File: src/rtl/interval_timer_arbiter_pkg.sv
// Shared types and width helper for the interval timer arbiter.
// The optional abort feature is enabled by defining TIMER_ARB_ABORT_EN.
package timer_arb_pkg;

  typedef enum logic [1:0] {
    IDLE = 2'd0,
    RUN  = 2'd1,
    DONE = 2'd2
  } timer_state_t;

  // Index width for n requesters; never narrower than one bit.
  function automatic int unsigned OWNER_W(input int unsigned n);
    return (n > 2) ? 32'($clog2(n)) : 32'd1;
  endfunction

endpackage

File: src/rtl/interval_timer_arbiter_if.sv
// Requester-side bundle of the interval timer arbiter.
// The abort signal exists only when TIMER_ARB_ABORT_EN is defined.
interface interval_timer_arbiter_if
  import timer_arb_pkg::*;
#(
  parameter int unsigned NREQ  = 4,
  parameter int unsigned WIDTH = 8
);
  localparam int unsigned OW = OWNER_W(NREQ);

  logic [NREQ-1:0]            req;
  logic [NREQ-1:0][WIDTH-1:0] duration;
  logic [NREQ-1:0]            ack;
  logic [NREQ-1:0]            done;
  logic                       busy;
  logic [WIDTH-1:0]           count;
  logic [OW-1:0]              owner;
`ifdef TIMER_ARB_ABORT_EN
  logic                       abort;

  modport master (output req, duration, abort, input ack, done, busy, count, owner);
  modport slave  (input req, duration, abort, output ack, done, busy, count, owner);
`else
  modport master (output req, duration, input ack, done, busy, count, owner);
  modport slave  (input req, duration, output ack, done, busy, count, owner);
`endif

endinterface

File: src/rtl/interval_timer_arbiter_rr_arbiter.sv
// Combinational round-robin picker: searches req starting one past the
// last owner (or at 0 when nothing has been granted since reset).
module rr_arbiter
  import timer_arb_pkg::*;
#(
  parameter int unsigned NREQ = 4,
  localparam int unsigned OW  = OWNER_W(NREQ)
) (
  input  logic [NREQ-1:0] req,
  input  logic [OW-1:0]   last,
  input  logic            has_last,
  output logic [NREQ-1:0] grant_oh,
  output logic [OW-1:0]   grant_idx
);

  int unsigned   base;
  logic [OW-1:0] idx;
  logic          found;

  always_comb begin
    grant_oh  = '0;
    grant_idx = '0;
    found     = 1'b0;
    idx       = '0;
    base      = has_last ? ((32'(last) + 32'd1) % NREQ) : 32'd0;
    for (int unsigned i = 0; i < NREQ; i++) begin
      idx = OW'((base + i) % NREQ);
      if (!found && req[idx]) begin
        found          = 1'b1;
        grant_idx      = idx;
        grant_oh[idx]  = 1'b1;
      end
    end
  end

endmodule

File: src/rtl/interval_timer_arbiter.sv
// Round-robin owner of one shared interval counter: grant, count 0..max, pulse done.
// Optional abort input when TIMER_ARB_ABORT_EN is defined.
module interval_timer_arbiter
  import timer_arb_pkg::*;
#(
  parameter int unsigned NREQ  = 4,
  parameter int unsigned WIDTH = 8
) (
  input logic                   clock,
  input logic                   reset_n,
  interval_timer_arbiter_if.slave bus
);

  localparam int unsigned OW = OWNER_W(NREQ);

  timer_state_t      state_q, state_d;
  logic [NREQ-1:0]   ack_q, ack_d;
  logic [NREQ-1:0]   done_q, done_d;
  logic              busy_q, busy_d;
  logic [WIDTH-1:0]  count_q, count_d;
  logic [WIDTH-1:0]  max_q, max_d;
  logic [OW-1:0]     owner_q, owner_d;
  logic              has_last_q, has_last_d;

  logic [NREQ-1:0]   grant_oh;
  logic [OW-1:0]     grant_idx;
  logic              abort_req;

`ifdef TIMER_ARB_ABORT_EN
  assign abort_req = bus.abort;
`else
  assign abort_req = 1'b0;
`endif

  rr_arbiter #(.NREQ(NREQ)) u_rr (
    .req       (bus.req),
    .last      (owner_q),
    .has_last  (has_last_q),
    .grant_oh  (grant_oh),
    .grant_idx (grant_idx)
  );

  always_ff @(posedge clock or negedge reset_n) begin
    if (!reset_n) state_q <= IDLE;
    else          state_q <= state_d;
  end

  // Next state plus next values of every registered output.
  always_comb begin
    state_d    = state_q;
    ack_d      = '0;
    done_d     = '0;
    count_d    = count_q;
    max_d      = max_q;
    owner_d    = owner_q;
    has_last_d = has_last_q;
    case (state_q)
      IDLE: begin
        count_d = '0;
        if (|bus.req) begin
          ack_d      = grant_oh;
          owner_d    = grant_idx;
          max_d      = bus.duration[grant_idx];
          has_last_d = 1'b1;
          state_d    = RUN;
        end
      end
      RUN: begin
        if (abort_req) begin
          count_d = '0;
          state_d = IDLE;
        end else if (count_q == max_q) begin
          count_d = '0;
          done_d  = NREQ'(1) << owner_q;
          state_d = DONE;
        end else begin
          count_d = count_q + WIDTH'(1);
        end
      end
      DONE: begin
        state_d = IDLE;
      end
      default: begin
        count_d = '0;
        state_d = IDLE;
      end
    endcase
    busy_d = (state_d != IDLE);
  end

  always_ff @(posedge clock or negedge reset_n) begin
    if (!reset_n) begin
      ack_q      <= '0;
      done_q     <= '0;
      busy_q     <= 1'b0;
      count_q    <= '0;
      max_q      <= '0;
      owner_q    <= '0;
      has_last_q <= 1'b0;
    end else begin
      ack_q      <= ack_d;
      done_q     <= done_d;
      busy_q     <= busy_d;
      count_q    <= count_d;
      max_q      <= max_d;
      owner_q    <= owner_d;
      has_last_q <= has_last_d;
    end
  end

  assign bus.ack   = ack_q;
  assign bus.done  = done_q;
  assign bus.busy  = busy_q;
  assign bus.count = count_q;
  assign bus.owner = owner_q;

endmodule

File: src/flat_wrapper.sv
// flat-port wrapper written by rule: the top's interface ports become plain ports
module interval_timer_arbiter_flat import timer_arb_pkg::*;
#(
  parameter int unsigned NREQ  = 4,
  parameter int unsigned WIDTH = 8
)
  (clock, reset_n, bus_req, bus_duration, bus_ack, bus_done, bus_busy, bus_count, bus_owner);
  interval_timer_arbiter_if #(.NREQ(NREQ), .WIDTH(WIDTH)) bus_i ();
  input logic clock;
  input logic reset_n;
  input wire logic [$bits(bus_i.req)-1:0] bus_req;
  input wire logic [$bits(bus_i.duration)-1:0] bus_duration;
  output wire logic [$bits(bus_i.ack)-1:0] bus_ack;
  output wire logic [$bits(bus_i.done)-1:0] bus_done;
  output wire logic [$bits(bus_i.busy)-1:0] bus_busy;
  output wire logic [$bits(bus_i.count)-1:0] bus_count;
  output wire logic [$bits(bus_i.owner)-1:0] bus_owner;
  assign bus_i.req = bus_req;
  assign bus_i.duration = bus_duration;
  assign bus_ack = bus_i.ack;
  assign bus_done = bus_i.done;
  assign bus_busy = bus_i.busy;
  assign bus_count = bus_i.count;
  assign bus_owner = bus_i.owner;
  interval_timer_arbiter #(.NREQ(NREQ), .WIDTH(WIDTH)) u_core (.clock(clock), .reset_n(reset_n), .bus(bus_i));
endmodule
File: config.mk
export PLATFORM = sky130hd
export DESIGN_NAME = interval_timer_arbiter_flat
export DESIGN_NICKNAME = d
export VERILOG_FILES = /design/src/rtl/interval_timer_arbiter_pkg.sv /design/src/rtl/interval_timer_arbiter_if.sv /design/src/rtl/interval_timer_arbiter_rr_arbiter.sv /design/src/rtl/interval_timer_arbiter.sv /design/src/flat_wrapper.sv
export SDC_FILE = /design/constraint.sdc
export NUM_CORES = 1
export LEC_CHECK = 0
export ABC_AREA = 0
export CORE_UTILIZATION = 30
export CTS_BUF_LIST = sky130_fd_sc_hd__clkbuf_16
export CTS_CLUSTER_DIAMETER = 100
export DETAILED_ROUTE_END_ITERATION = 10
export GPL_TIMING_DRIVEN = 0
export PLACE_DENSITY = 0.57
export SETUP_SLACK_MARGIN = 0.2
export SLEW_MARGIN = 40
export SYNTH_ARGS = -nofsm -noshare
export SYNTH_HDL_FRONTEND = slang
export SYNTH_SLANG_ARGS = --single-unit
File: constraint.sdc
create_clock -name clock -period 4.5 [get_ports clock]
set_input_delay 0.9 -clock clock [delete_from_list [all_inputs] [get_ports clock]]
set_output_delay 0.9 -clock clock [all_outputs]
set_load 0.01 [all_outputs]
==> flow_summary.ini <==
[timing]
hold_viol_final = 0
fin_skew_ns = 0.00241
tightest_slew_ns = 0.645
fin_crit_sh = 0.882
rsz0062_at_grt = false
final_max_slew_viol_count = 0
fmax_mhz = 252
setup_viol = 0
fin_crit_ns = 3.97
fin_setup_tns_ns = 0
slew_headroom = 0.568

[logic_synthesis]
synth_area_um2 = 2520
ys.flop_type = dfrtp_1
async_flop_share = 1.00
syn-mean-instance-area_um2 = 8.66
ys_seq_elements = 30
synth-seq-area-share = 0.298
syn_nets = 342
synthCells = 291
ys_types = 53
synth_edf_count = 0
ys.warnings.count = 0

[power_and_ir_drop]
power_density_nw_per_um2 = 774
p_sw_mw = 1.23
p_clk_frac = 0.114
p_comb_frac = 0.707
swShare = 0.475
power_frac_seq = 0.179
p_int_mw = 1.36
power_leakage_nw = 1.34
ir_worst_vdd_uv = 319

[cts]
clock_sinks = 30
path_clk_slew_ns = 0.04
cts_tree = yes
clkLatencyLatePin_ns = 0.27
cts_setup_buffers = 0
cts_inserted_buffers = 5
clockBufferDepth = 2
cts_root_buffer = clkbuf_16
htree_levels = 2

[drt]
drt_iter0_drc = 98
routed_via_density = 5.45
via_count = 2495
wl_per_cell_um = 15.3
routed_wl_um = 7020
ant_nets = 0
drc = 0
dr.pass1.iters = 4

[die]
die_y_um = 93.7
die_area_um2 = 8770
die_x_um = 93.7
core_area_um2 = 8180
start_util = 0.308
rows = 33
io_pins = 57

[worst_hold_path]
hold_depth = 2
hp-class = register to register
min_from = u_core.max_q[7]$_DFFE_PN0P_
whs_endpoint = u_core.max_q[7]$_DFFE_PN0P_

[critical_path]
path_class = register to register
crit_path_end_kind = register
regToRegSetupSlack_ns = 0.53
cp-start-kind = register
r2r_start = u_core.bus.owner[0]$_DFFE_PN0P_
reg2reg_depth = 15
path_max_fanout = 10
cp_data_arrival_time_ns = 4.10
cp.required_ns = 4.64
rr_endpoint = u_core.max_q[1]$_DFFE_PN0P_

[place]
postPlaceCellArea_um2 = 3200
placed_cells = 451
dp_hpwl_um = 5390
routabilityCongestion = 0.847
numPortBuffers = 55

[global_routing]
grt_pass1_vias = 2412
grt_max_degree = 31
antenna_found_initial = 0
gr-usage-all-layers = 0.168
grt_pass1_wl_um = 11800
grt_remaining_overflow = 0

[final_layout]
syn_to_final_growth_pct = 32.8
insertedDiodeCount = 0
register_area_um2 = 751
final_cell_area_um2 = 3350
nets = 404
drive_gt1_frac = 0.0708
multiInputGateArea_um2 = 1640
fill_cells = 845
finalNonFillerCells = 458

[flow_run]
maxCapViolations = 0

[run_status]
status = complete, no violations
-- synthesized netlist by cell type, types with 2 or more instances --
library cell / count / share of area
a211o_1: 2 / 0.0069
a211oi_1: 13 / 0.039
a21oi_1: 10 / 0.020
a221oi_1: 8 / 0.028
a22oi_1: 4 / 0.012
a31oi_1: 5 / 0.012
and2_1: 8 / 0.020
buf_2: 4 / 0.0079
buf_6: 3 / 0.013
clkbuf_1: 8 / 0.012
dfrtp_1: 30 / 0.30
ha_1: 13 / 0.065
inv_1: 8 / 0.012
mux2i_1: 14 / 0.056
nand2_1: 19 / 0.028
nand2b_1: 7 / 0.017
nand3_1: 11 / 0.022
nor2_1: 17 / 0.025
nor2b_1: 8 / 0.020
nor3_1: 20 / 0.040
nor4_1: 2 / 0.0050
o211a_1: 2 / 0.0079
o21ai_0: 16 / 0.032
o22ai_1: 16 / 0.040
o31ai_1: 7 / 0.021
or3_1: 2 / 0.0050
xor2_1: 8 / 0.028
-- registers in the layout, indices dropped and copies added, names as in the netlist --
register	flops
u_core.bus.ack	4
u_core.bus.busy	1
u_core.bus.count	8
u_core.bus.done	4
u_core.bus.owner	2
u_core.has_last_q	1
u_core.max_q	8
u_core.state_q	2
-- power groups by stage --
stage | combinational, mW | sequential [mW] | clock (mW)
floorplan | 1.33 | 0.463 | 0
global placement | 1.78 | 0.462 | 0
detailed placement | 1.79 | 0.469 | 0
CTS | 1.80 | 0.464 | 0.305
global route | 2.01 | 0.479 | 0.324
finish | 1.83 | 0.463 | 0.296
-- metal layers --
layer / share of wire / vias up / global-route usage
met5: 0 / - / 0
met4: 0.014 / 0 / 0.0603
met3: 0.043 / 9 / 0.0194
met2: 0.46 / 73 / 0.270
met1: 0.48 / 1186 / 0.234
li1: - / 1227 / -
-- critical path: stages (launching register included) --
cell and delay [ns]:
dfrtp_1 0.41, buf_6 0.16, inv_1 0.10, ha_1 0.40, nand2_1 0.23, ha_1 0.34
buf_2 0.21, mux2i_1 0.36, mux2i_4 0.18, a221oi_4 0.43, o31ai_4 0.18, and2_1 0.20
buf_6 0.14, buf_12 0.14, a211oi_1 0.25, a211oi_1 0.08
-- per-stage QoR --
stage	utilization	total power [mW]	setup slack, ns	hold WS [ns]
final	0.409	2.59	0.532	0.517
after global routing	0.409	2.81	0.229	0.552
after CTS	0.408	2.57	0.374	0.524
after floorplan	-	1.79	1.01	0.468
after detailed placement	0.392	2.26	0.408	0.514
after global placement	0.392	2.24	0.464	0.492
-- cell families after synthesis --
group,after synthesis,share of synthesized area
and+or+nand+nor,99,0.200
AOI/OAI and AO/OA,98,0.281
DFF,30,0.298
buffers and inverters,27,0.0591
muxes,16,0.0690
adders and majority gates,13,0.0645
xor gates and xnor gates,8,0.0278
-- what timing repair did --
| action | CTS | global route |
|---|---|---|
| resized for setup | 0 | 1 |
| hold buffers | 0 | 0 |
| setup endpoints to repair | 0 | 8 |
-- layout make-up --
| cell class | count | area share |
|---|---|---|
| Multi-Input combinational cell | 234 | 0.489 |
| Sequential cell | 30 | 0.224 |
| Timing Repair Buffer | 55 | 0.163 |
| Tap cell | 105 | 0.0393 |
| Clock buffer | 5 | 0.0374 |
| Buffer | 18 | 0.0344 |
| Inverter | 9 | 0.0101 |
| Clock inverter | 2 | 0.00224 |
-- placed cells by master, fill, tap and decap left out, types with 3 or more instances in the layout --
cell / instances
a211oi_1: 12
o21ai_0: 16
nand2b_1: 7
clkbuf_1: 8
a21oi_1: 10
mux2i_1: 14
xor2_1: 8
clkdlybuf4s50_1: 54
ha_1: 13
nor2_1: 17
nand2_1: 19
nand3_1: 11
o31ai_1: 7
inv_1: 10
a22oi_1: 4
nor2b_1: 8
a221oi_1: 8
nor3_1: 20
dfrtp_1: 30
and2_1: 8
clkbuf_16: 5
a31oi_1: 5
o22ai_1: 16
buf_2: 5
buf_6: 3
-- worst max-delay path by stage --
stage / endpoint / startpoint / slack [ns] / cells past startpoint
after floorplan: u_core.max_q[3]$_DFFE_PN0P_ / u_core.bus.owner[0]$_DFFE_PN0P_ / 1.01 / 15
after global placement: u_core.max_q[5]$_DFFE_PN0P_ / u_core.bus.owner[0]$_DFFE_PN0P_ / 0.46 / 15
after detailed placement: u_core.max_q[1]$_DFFE_PN0P_ / u_core.bus.owner[0]$_DFFE_PN0P_ / 0.41 / 15
after CTS: u_core.max_q[1]$_DFFE_PN0P_ / u_core.bus.owner[0]$_DFFE_PN0P_ / 0.37 / 15
after global routing: u_core.max_q[5]$_DFFE_PN0P_ / u_core.bus.owner[0]$_DFFE_PN0P_ / 0.23 / 15
final: u_core.max_q[1]$_DFFE_PN0P_ / u_core.bus.owner[0]$_DFFE_PN0P_ / 0.53 / 15
(Power assumes the default switching activity.)
